<file path="src/rtl/pipe_ctrl_if.sv">
// pipe_ctrl_if: signal bundle between the pipelined control unit and the datapath/hazard unit
//   master : control unit (drives decode/execute/memory/writeback controls)
//   slave  : datapath/hazard side (drives InstrD, ALUFlags, FlushE)
//   BranchCnt/CondFailCnt exist only when PIPE_CTRL_PERF_EN is defined
interface pipe_ctrl_if #(parameter int PERF_W = 32);
   logic [19:0] InstrD;
   logic [3:0]  ALUFlags;
   logic        FlushE;
   logic [1:0]  RegSrcD;
   logic [1:0]  ImmSrcD;
   logic        ALUSrcE;
   logic [2:0]  ALUControlE;
   logic        BranchTakenE;
   logic        MemWriteM;
   logic        RegWriteM;
   logic        MemtoRegE;
   logic        RegWriteW;
   logic        MemtoRegW;
   logic        PCSrcW;
   logic        PCWrPendingF;
`ifdef PIPE_CTRL_PERF_EN
   logic [PERF_W-1:0] BranchCnt;
   logic [PERF_W-1:0] CondFailCnt;
`endif
   if (PERF_W < 1) begin : g_chk
      $error("PERF_W must be at least 1");
   end
   modport master (
      input  InstrD, ALUFlags, FlushE,
      output RegSrcD, ImmSrcD, ALUSrcE, ALUControlE, BranchTakenE, MemWriteM, RegWriteM,
             MemtoRegE, RegWriteW, MemtoRegW, PCSrcW, PCWrPendingF
`ifdef PIPE_CTRL_PERF_EN
      , output BranchCnt, CondFailCnt
`endif
   );
   modport slave (
      output InstrD, ALUFlags, FlushE,
      input  RegSrcD, ImmSrcD, ALUSrcE, ALUControlE, BranchTakenE, MemWriteM, RegWriteM,
             MemtoRegE, RegWriteW, MemtoRegW, PCSrcW, PCWrPendingF
`ifdef PIPE_CTRL_PERF_EN
      , input BranchCnt, CondFailCnt
`endif
   );
endinterface

</file>
<file path="src/rtl/pipe_ctrl.sv">
// pipe_ctrl: pipelined control unit for a 5-stage ARM core
//   clk, reset : single clock, synchronous active-high reset
//   bus        : pipe_ctrl_if.master (InstrD/ALUFlags/FlushE in, stage controls out)
//   Optional PIPE_CTRL_PERF_EN adds saturating BranchCnt/CondFailCnt counters of PERF_W bits
module pipe_ctrl #(parameter int PERF_W = 32) (
   input logic         clk,
   input logic         reset,
   pipe_ctrl_if.master bus
);
   logic [3:0] w_cond, w_rd, w_cmd;
   logic [1:0] w_op, w_immsrc, w_regsrc, w_flagw;
   logic [5:0] w_funct;
   logic [2:0] w_aluctl, w_base;
   logic       w_regw, w_memw, w_m2r, w_br, w_alusrc, w_dp;
   logic       w_add, w_sub, w_and, w_orr, w_regwd, w_pcsd, w_condex, w_unused;
   logic       r_regw_e, r_memw_e, r_m2r_e, r_br_e, r_pcs_e, r_alusrc_e;
   logic [2:0] r_aluctl_e;
   logic [1:0] r_flagw_e;
   logic [3:0] r_cond_e, r_flags;
   logic       r_regw_m, r_memw_m, r_m2r_m, r_pcs_m, r_regw_w, r_m2r_w, r_pcs_w;
   assign {w_cond, w_op, w_funct} = bus.InstrD[19:8];
   assign w_rd     = bus.InstrD[3:0];
   assign w_unused = ^{w_cond, bus.InstrD[7:4]};
   always_comb begin
      w_regw   = 1'b0;
      w_memw   = 1'b0;
      w_m2r    = 1'b0;
      w_br     = 1'b0;
      w_alusrc = 1'b0;
      w_dp     = 1'b0;
      w_immsrc = 2'b00;
      w_regsrc = 2'b00;
      case (w_op)
         2'b00: begin
            w_regw   = 1'b1;
            w_alusrc = w_funct[5];
            w_dp     = 1'b1;
         end
         2'b01: begin
            w_regw   = w_funct[0];
            w_m2r    = w_funct[0];
            w_memw   = ~w_funct[0];
            w_alusrc = 1'b1;
            w_immsrc = 2'b01;
            w_regsrc = {~w_funct[0], 1'b0};
         end
         2'b10: begin
            w_br     = 1'b1;
            w_alusrc = 1'b1;
            w_immsrc = 2'b10;
            w_regsrc = 2'b01;
         end
         default: ;
      endcase
   end
   assign w_cmd = w_funct[4:1];
   assign w_add = w_cmd == 4'b0100;
   assign w_sub = w_cmd == 4'b0010;
   assign w_and = w_cmd == 4'b0000;
   assign w_orr = w_cmd == 4'b1100;
   // memory and branch instructions always use ADD; unsupported DP commands fall back to 000 as a NOP
   assign w_aluctl = !w_dp ? 3'b000 : w_sub ? 3'b001 : w_and ? 3'b010 : w_orr ? 3'b011 : 3'b000;
   assign w_regwd  = w_regw & (~w_dp | w_add | w_sub | w_and | w_orr);
   assign w_flagw  = (w_dp & (w_add | w_sub | w_and | w_orr)) ? {w_funct[0], w_funct[0] & (w_add | w_sub)} : 2'b00;
   assign w_pcsd   = w_regwd & (w_rd == 4'hF);
   always_ff @(posedge clk)
      {r_regw_e, r_memw_e, r_m2r_e, r_br_e, r_pcs_e, r_alusrc_e, r_aluctl_e, r_flagw_e, r_cond_e} <=
         (reset || bus.FlushE) ? '0 : {w_regwd, w_memw, w_m2r, w_br, w_pcsd, w_alusrc, w_aluctl, w_flagw, w_cond};
   // condition pairs share a base test; odd codes invert it, which also makes 1111 never execute
   assign w_base = r_cond_e[3:1];
   always_comb
      w_condex = r_cond_e[0] ^ (w_base == 3'd0 ? r_flags[2] :
                                w_base == 3'd1 ? r_flags[1] :
                                w_base == 3'd2 ? r_flags[3] :
                                w_base == 3'd3 ? r_flags[0] :
                                w_base == 3'd4 ? r_flags[1] & ~r_flags[2] :
                                w_base == 3'd5 ? r_flags[3] == r_flags[0] :
                                w_base == 3'd6 ? ~r_flags[2] & (r_flags[3] == r_flags[0]) : 1'b1);
   always_ff @(posedge clk)
      if (reset) r_flags <= 4'b0000;
      else if (w_condex) begin
         if (r_flagw_e[1]) r_flags[3:2] <= bus.ALUFlags[3:2];
         if (r_flagw_e[0]) r_flags[1:0] <= bus.ALUFlags[1:0];
      end
   always_ff @(posedge clk) begin
      {r_regw_m, r_memw_m, r_m2r_m, r_pcs_m} <=
         reset ? '0 : {r_regw_e & w_condex, r_memw_e & w_condex, r_m2r_e, r_pcs_e & w_condex};
      {r_regw_w, r_m2r_w, r_pcs_w} <= reset ? '0 : {r_regw_m, r_m2r_m, r_pcs_m};
   end
   assign bus.RegSrcD      = w_regsrc;
   assign bus.ImmSrcD      = w_immsrc;
   assign bus.ALUSrcE      = r_alusrc_e;
   assign bus.ALUControlE  = r_aluctl_e;
   assign bus.BranchTakenE = r_br_e & w_condex;
   assign bus.MemWriteM    = r_memw_m;
   assign bus.RegWriteM    = r_regw_m;
   assign bus.MemtoRegE    = r_m2r_e;
   assign bus.RegWriteW    = r_regw_w;
   assign bus.MemtoRegW    = r_m2r_w;
   assign bus.PCSrcW       = r_pcs_w;
   assign bus.PCWrPendingF = w_pcsd | r_pcs_e | r_pcs_m;
`ifdef PIPE_CTRL_PERF_EN
   logic [PERF_W-1:0] r_br_cnt, r_cf_cnt;
   logic              w_cf;
   assign w_cf = ~w_condex & (r_regw_e | r_memw_e | r_br_e | (|r_flagw_e));
   always_ff @(posedge clk) begin
      r_br_cnt <= reset ? '0 : r_br_cnt + PERF_W'(bus.BranchTakenE & ~&r_br_cnt);
      r_cf_cnt <= reset ? '0 : r_cf_cnt + PERF_W'(w_cf & ~&r_cf_cnt);
   end
   assign bus.BranchCnt   = r_br_cnt;
   assign bus.CondFailCnt = r_cf_cnt;
`else
   if (PERF_W < 1) begin : g_chk
      $error("PERF_W must be at least 1");
   end
`endif
endmodule
</file>
<file path="src/flat_wrapper.sv">
// flat-port wrapper written by rule: the top's interface ports become plain ports
module pipe_ctrl_flat 
#(parameter int PERF_W = 32)
  (clk, reset, bus_InstrD, bus_ALUFlags, bus_FlushE, bus_RegSrcD, bus_ImmSrcD, bus_ALUSrcE, bus_ALUControlE, bus_BranchTakenE, bus_MemWriteM, bus_RegWriteM, bus_MemtoRegE, bus_RegWriteW, bus_MemtoRegW, bus_PCSrcW, bus_PCWrPendingF);
  pipe_ctrl_if #(.PERF_W(PERF_W)) bus_i ();
  input logic clk;
  input logic reset;
  input wire logic [$bits(bus_i.InstrD)-1:0] bus_InstrD;
  input wire logic [$bits(bus_i.ALUFlags)-1:0] bus_ALUFlags;
  input wire logic [$bits(bus_i.FlushE)-1:0] bus_FlushE;
  output wire logic [$bits(bus_i.RegSrcD)-1:0] bus_RegSrcD;
  output wire logic [$bits(bus_i.ImmSrcD)-1:0] bus_ImmSrcD;
  output wire logic [$bits(bus_i.ALUSrcE)-1:0] bus_ALUSrcE;
  output wire logic [$bits(bus_i.ALUControlE)-1:0] bus_ALUControlE;
  output wire logic [$bits(bus_i.BranchTakenE)-1:0] bus_BranchTakenE;
  output wire logic [$bits(bus_i.MemWriteM)-1:0] bus_MemWriteM;
  output wire logic [$bits(bus_i.RegWriteM)-1:0] bus_RegWriteM;
  output wire logic [$bits(bus_i.MemtoRegE)-1:0] bus_MemtoRegE;
  output wire logic [$bits(bus_i.RegWriteW)-1:0] bus_RegWriteW;
  output wire logic [$bits(bus_i.MemtoRegW)-1:0] bus_MemtoRegW;
  output wire logic [$bits(bus_i.PCSrcW)-1:0] bus_PCSrcW;
  output wire logic [$bits(bus_i.PCWrPendingF)-1:0] bus_PCWrPendingF;
  assign bus_i.InstrD = bus_InstrD;
  assign bus_i.ALUFlags = bus_ALUFlags;
  assign bus_i.FlushE = bus_FlushE;
  assign bus_RegSrcD = bus_i.RegSrcD;
  assign bus_ImmSrcD = bus_i.ImmSrcD;
  assign bus_ALUSrcE = bus_i.ALUSrcE;
  assign bus_ALUControlE = bus_i.ALUControlE;
  assign bus_BranchTakenE = bus_i.BranchTakenE;
  assign bus_MemWriteM = bus_i.MemWriteM;
  assign bus_RegWriteM = bus_i.RegWriteM;
  assign bus_MemtoRegE = bus_i.MemtoRegE;
  assign bus_RegWriteW = bus_i.RegWriteW;
  assign bus_MemtoRegW = bus_i.MemtoRegW;
  assign bus_PCSrcW = bus_i.PCSrcW;
  assign bus_PCWrPendingF = bus_i.PCWrPendingF;
  pipe_ctrl #(.PERF_W(PERF_W)) u_core (.clk(clk), .reset(reset), .bus(bus_i));
endmodule
</file>
<file path="config.mk">
export PLATFORM = sky130hd
export DESIGN_NAME = pipe_ctrl_flat
export DESIGN_NICKNAME = d
export VERILOG_FILES = /design/src/rtl/pipe_ctrl_if.sv /design/src/rtl/pipe_ctrl.sv /design/src/flat_wrapper.sv
export SDC_FILE = /design/constraint.sdc
export NUM_CORES = 1
export LEC_CHECK = 0
export BUFFER_PORTS_ARGS = -buffer_cell sky130_fd_sc_hd__buf_4
export CAP_MARGIN = 25
export CORE_MARGIN = 4
export CORE_UTILIZATION = 50
export CTS_CLUSTER_SIZE = 28
export DETAILED_ROUTE_END_ITERATION = 7
export PLACE_DENSITY = 0.82
export SKIP_CTS_REPAIR_TIMING = 1
export SYNTH_ARGS = -nofsm -noshare
export SYNTH_HDL_FRONTEND = slang
export SYNTH_SLANG_ARGS = --single-unit
</file>
<file path="constraint.sdc">
create_clock -name clk -period 2.5 [get_ports clk]
set_input_delay 0.375 -clock clk [delete_from_list [all_inputs] [get_ports clk]]
set_output_delay 0.375 -clock clk [all_outputs]
set_load 0.1 [all_outputs]
</file>
== Yosys cells after proc, flatten, opt, wreduce, memory -nomap -nowiden ==
Cells that the tools add are included.
Operators by class
  equality and inequality tests: 13
  bitwise gates (word level): 25
  mux-type cells: 16
  reduce and logical (&&, ||, !) cells: 12
Operator list (number)
  1-bit AND: 10
  1-bit two-way mux: 10
  3-bit == test (second input constant): 3
  1-bit OR: 9
  4-bit == test (second input constant): 2
  2-bit one-hot mux with 2 select lines: 2
  2-bit OR reduction: 4
  3-bit by 2-bit == test with 1-bit output (second input constant): 2
  1-bit NOT: 5
  4-bit by 2-bit == test with 1-bit output (second input constant): 1
  4-bit by 3-bit == test with 1-bit output (second input constant): 1
  4-bit zero test: 1
  2-bit two-way mux: 2
  1-bit one-hot mux with 2 select lines: 2
  2-bit AND reduction: 2
  4-bit OR reduction: 1
  3-bit by 1-bit == test with 1-bit output (second input constant): 1
  3-bit zero test: 1
  3-bit OR reduction: 1
  2-bit by 1-bit == test with 1-bit output (second input constant): 1
  2-bit == test (second input constant): 1
  2-bit zero test: 1
  1-bit == test: 1
  1-bit logical OR: 1
  1-bit bitwise XOR: 1
Word-level totals
  input bits: 27
  flip-flop bits (word level): 26
  output and inout bits: 16

== Longest topological paths before layout ==
  word-level depth: 11
  gate-level depth with buffers: 6
  gate-level depth less buffers: 6

== Worst setup path before layout ==
Ideal clock, no wire load.
  path type: input port to output port
  from: in bus_InstrD[12]
  to: out bus_PCWrPendingF
  setup slack: -0.849 ns
  required time: 2.125 ns
  arrival: 2.974 ns
  buffers on the path: 0
  stages: 4
  cells stage by stage: nor2b_1 a211oi_1 a21oi_1 o21ai_0
Between the ends
  cells in the longest elaborated chain, start to end: 9
  elaborated cells between the ends (all ways): 12
  those cells by class: 3 x eq/ne; 8 x bitwise; 1 x reduce/logical
Ends and longest elaborated chain
  from (decl): line flat_wrapper.sv:8  | input wire logic [$bits(bus_i.InstrD)-1:0] bus_InstrD;
  4-bit by 3-bit == test with 1-bit output: line pipe_ctrl.sv:57  | assign w_add = w_cmd == 4'b0100;
  1-bit OR (3 in a row): line pipe_ctrl.sv:63  | assign w_regwd = w_regw & (~w_dp | w_add | w_sub | w_and | w_orr);
  1-bit OR *: line pipe_ctrl.sv:63
  1-bit AND *: line pipe_ctrl.sv:63
  1-bit AND *: line pipe_ctrl.sv:65  | assign w_pcsd = w_regwd & (w_rd == 4'hF);
  1-bit OR * (2 in a row): line pipe_ctrl.sv:101  | assign bus.PCWrPendingF = w_pcsd | r_pcs_e | r_pcs_m;
  to (decl): line flat_wrapper.sv:22  | output wire logic [$bits(bus_i.PCWrPendingF)-1:0] bus_PCWrPendingF;
Every way passes the cells marked *; elsewhere a longest branch is shown, timed or not.

== Worst setup path in the final report ==
  from: reg u_core.r_cond_e[1]
  to: out bus_BranchTakenE
Between the ends
  cells in the longest elaborated chain, start to end: 10
  elaborated cells between the ends (all ways): 16
  those cells by class: 6 x eq/ne; 7 x mux; 2 x bitwise; 1 x reduce/logical
Ends and longest elaborated chain
  from (decl): line pipe_ctrl.sv:19  | logic [3:0] r_cond_e, r_flags;
  from (signal assigned): line pipe_ctrl.sv:67  | {r_regw_e, r_memw_e, r_m2r_e, r_br_e, r_pcs_e, r_alusrc_e, r_aluctl_e, r_flagw_e, r_cond_e} <=
  3-bit == test: line pipe_ctrl.sv:78  | w_base == 3'd6 ? ~r_flags[2] & (r_flags[3] == r_flags[0]) : 1'b1);
  1-bit two-way mux: line pipe_ctrl.sv:78
  1-bit two-way mux: line pipe_ctrl.sv:77  | w_base == 3'd5 ? r_flags[3] == r_flags[0] :
  1-bit two-way mux: line pipe_ctrl.sv:76  | w_base == 3'd4 ? r_flags[1] & ~r_flags[2] :
  1-bit two-way mux: line pipe_ctrl.sv:75  | w_base == 3'd3 ? r_flags[0] :
  1-bit two-way mux: line pipe_ctrl.sv:74  | w_base == 3'd2 ? r_flags[3] :
  1-bit two-way mux: line pipe_ctrl.sv:73  | w_base == 3'd1 ? r_flags[1] :
  1-bit two-way mux *: line pipe_ctrl.sv:72  | w_condex = r_cond_e[0] ^ (w_base == 3'd0 ? r_flags[2] :
  1-bit bitwise XOR *: line pipe_ctrl.sv:72
  1-bit AND *: line pipe_ctrl.sv:94  | assign bus.BranchTakenE = r_br_e & w_condex;
  to (decl): line flat_wrapper.sv:15  | output wire logic [$bits(bus_i.BranchTakenE)-1:0] bus_BranchTakenE;
Marks and branches as above.

==> metrics.md <==
| Metric | Value |
|---|---|
| Status | complete, no violations |
| Most frequent cells in the layout | buf_4, dfxtp_1, nand2b_1 |
| N_diodes | 0 |
| Most common cell after layout, fill and taps aside | buf_4 |
| Placeable Area | 0.00200 mm^2 |
| Gr ovfl total | 0 |
| Chip Width | 54.4 um |
| Clock skew | 0.0111 ns |
| Global-route wire length before repair | 3.14 mm |
| Slowest stage cell, crit path | dfxtp_1 |
| WL met2 | 1.05 mm |
| Crit path buf inv count | 1 |
| Min Tclk post-route | 2.39 ns |
| Area Growth Syn to Fin | 29.3% |
| Pin count of the biggest net entering global routing | 22 |
| Metal3 WL | 120 um |
| Clk sink count | 25 |
| PortBufs | 37 |
| Starting DRT DRC Count | 5 |
| Wirelength per Cell | 12.3 um |
| CP peak stage delay | 0.44 ns |
| Post-Route WL | 2.06 mm |
| Total chip power | 710 uW |
| Critical-path maximum fanout | 5 |
| Comb pwr share | 18.3% |
| Ratio of cells with drive above 1 in the final layout | 35.5% |
| Crit path capture type | primary output |
| DPL Wire Length | 1.61 mm |
| Main flop type after synthesis | dfxtp_1 |
| Die area | 0.00296 mm^2 |
| Final net count | 174 |
| Util after Layout | 69.6% |
| Period utilisation layout | 95.6% |
| TritonRoute pass-1 iters | 2 |
| Initial antenna violation count | 0 |
| CTS Buf Count | 3 |
| Avg Cell Area, Syn | 10.3 um^2 |
| Cell count after synthesis | 105 |
| Syn Nets | 137 |
| Clock power share | 24.3% |
| CP Launch Type | flip-flop |
| Placer Congestion | 0.745 |
| Longest Clk Path Bufs | 2 |
| Int Pwr | 512 uW |
| Sequential share of the synthesized area | 46.5% |
| DR DRC count | 0 |
| Yosys reg bits | 25 |
| Clock slew at reported path FFs | 0.14 ns |
| TritonCTS clock tree | yes |
| Fin. Hold Viols | 0 |
| Final setup violation count | 0 |
| R2r setup slk | 0.84 ns |
| Reg power frac | 57.5% |
| Sw Share | 27.8% |
| Slew Limit Fails | 0 |
| Post-Syn Area | 0.00108 mm^2 |
| Max-Cap Viols | 0 |
| Via density per instance | 5.01 |
| Worst path cell trace | and3b_1 > a31oi_1 > nand4_1 > and2_4 > nor2b_2 > buf_6 |
| Synthesis Warnings | 0 |
| Worst VDD drop | 0.331 mV |
| I/O Pins | 43 |
| Setup CP Type | reg -> out |
| Fill cell count | 170 |
| Top layer in use | met4 |
| Worst EP arrival | 2.01 ns |
| Psw | 197 uW |
| DIE HEIGHT | 54.4 um |
| Worst EP required | 2.12 ns |
| Lkg Pwr | 0.000607 uW |
| Hold Crit Class | in -> reg |
| Post-synth EDFFs | 0 |
| Fmax | 0.419 GHz |
| Vias | 841 |
| Final ANT Viol Nets | 0 |
| Initial core utilization | 53.8% |
| M1 wire length | 863 um |
| CP delay by family, top | simple AND/OR/NAND/NOR gates |
| Vias in the first global route | 775 |
| Ys async rst share | 0% |
| Clock root buffer | clkbuf_4 |
| Htree depth | 1 |
| Pwr/cell area | 510 mW/mm^2 |
| Total Routing Usage GR | 14.2% |
| Worst-Skew Late Latency | 0.31 ns |
| Cell variety after synth | 31 |
| RSZ-0062 raised after global routing | no |
| Area occupied by multi-input gates | 538 um^2 |
| # rows | 16 |
| Register area | 500 um^2 |
## synthesized netlist by cell type (5+ instances only)
master     n  area (um^2)
dfxtp_1   25          500
nand2b_1   8         50.1
nor2b_1    7         43.8
nor2_1     6         22.5
and2_1     5         31.3
ha_1       5         62.6
mux2i_1    5         50.1
## power groups by stage
stage               combinational, uW  sequential (uW)  clock [uW]
floorplan                        75.1              428           0
global placement                  126              416           0
detailed placement                129              417           0
CTS                               129              408         177
global route                      137              409         195
finish                            130              408         172
## stage by stage
step	instances	instance area [um^2]	setup slack (ns)	setup TNS (ns)	hold slack, ns
finish	168	1390	0.111	0	0.247
floorplan	105	1080	-0.0935	-0.0935	0.414
detailed placement	164	1360	0.468	0	0.450
global route	168	1390	0.0248	0	0.222
CTS	168	1390	0.0969	0	0.242
global placement	164	1360	0.544	0	0.417
## state kept, by name (all words and copies together), names as in the netlist
| signal | cells |
|---|---|
| u_core.bus.PCSrcW | 1 |
| u_core.bus.MemtoRegE | 1 |
| u_core.r_cond_e | 4 |
| u_core.r_pcs_e | 1 |
| u_core.r_m2r_m | 1 |
| u_core.r_br_e | 1 |
| u_core.bus.RegWriteM | 1 |
| u_core.bus.MemWriteM | 1 |
| u_core.r_memw_e | 1 |
| u_core.r_flagw_e | 2 |
| u_core.bus.ALUSrcE | 1 |
| u_core.bus.MemtoRegW | 1 |
| u_core.bus.RegWriteW | 1 |
| u_core.r_pcs_m | 1 |
| u_core.bus.ALUControlE | 2 |
| u_core.r_regw_e | 1 |
| u_core.r_flags | 4 |
## layout make-up
type                            count  share of cell area (%)
Clock buffer                        3                    1.62
Clock inverter                      1                   0.359
Inverter                            3                   0.809
Multi-Input combinational cell     72                    38.6
Sequential cell                    25                    35.9
Tap cell                           27                    2.43
Timing Repair Buffer               37                    20.2
## path summary, 6_finish.rpt
| check | startpoint | endpoint | cells past startpoint |
|---|---|---|---|
| hold / removal | bus_InstrD[8] | u_core.r_memw_e | 2 |
| setup / recovery | u_core.r_cond_e[1] | bus_BranchTakenE | 6 |
| hold reg to reg | u_core.r_m2r_m | u_core.bus.MemtoRegW | 1 |
| setup reg to reg | u_core.r_cond_e[1] | u_core.r_flags[3] | 5 |
## layer usage
layer | up-vias | GRT usage [%]
li1 | 428 | -
met1 | 388 | 16.3
met2 | 23 | 25.7
met3 | 2 | 2.72
met4 | 0 | 4.98
met5 | - | 0
## kinds of logic after synthesis
logic type                 after synthesis  share of synthesized area [%]
xor gates and xnor gates                 4                           3.25
AOI/OAI and AO/OA                       10                           6.85
muxes                                    5                           4.65
DFF                                     25                           46.5
and+or+nand+nor                         47                           28.8
other                                    1                          0.348
adders and majority gates                5                           5.81
buffers and inverters                    8                           3.83
## worst register-to-register path, delay by kind of cell (launching register included)
family           cells  cell delay, ns
AND/OR/NAND/NOR      2            0.46
multiplexers         1            0.22
flip-flops           1            0.44
AO/OA/AOI/OAI        2            0.48
No activity file was read; power rests on OpenSTA's default activity.
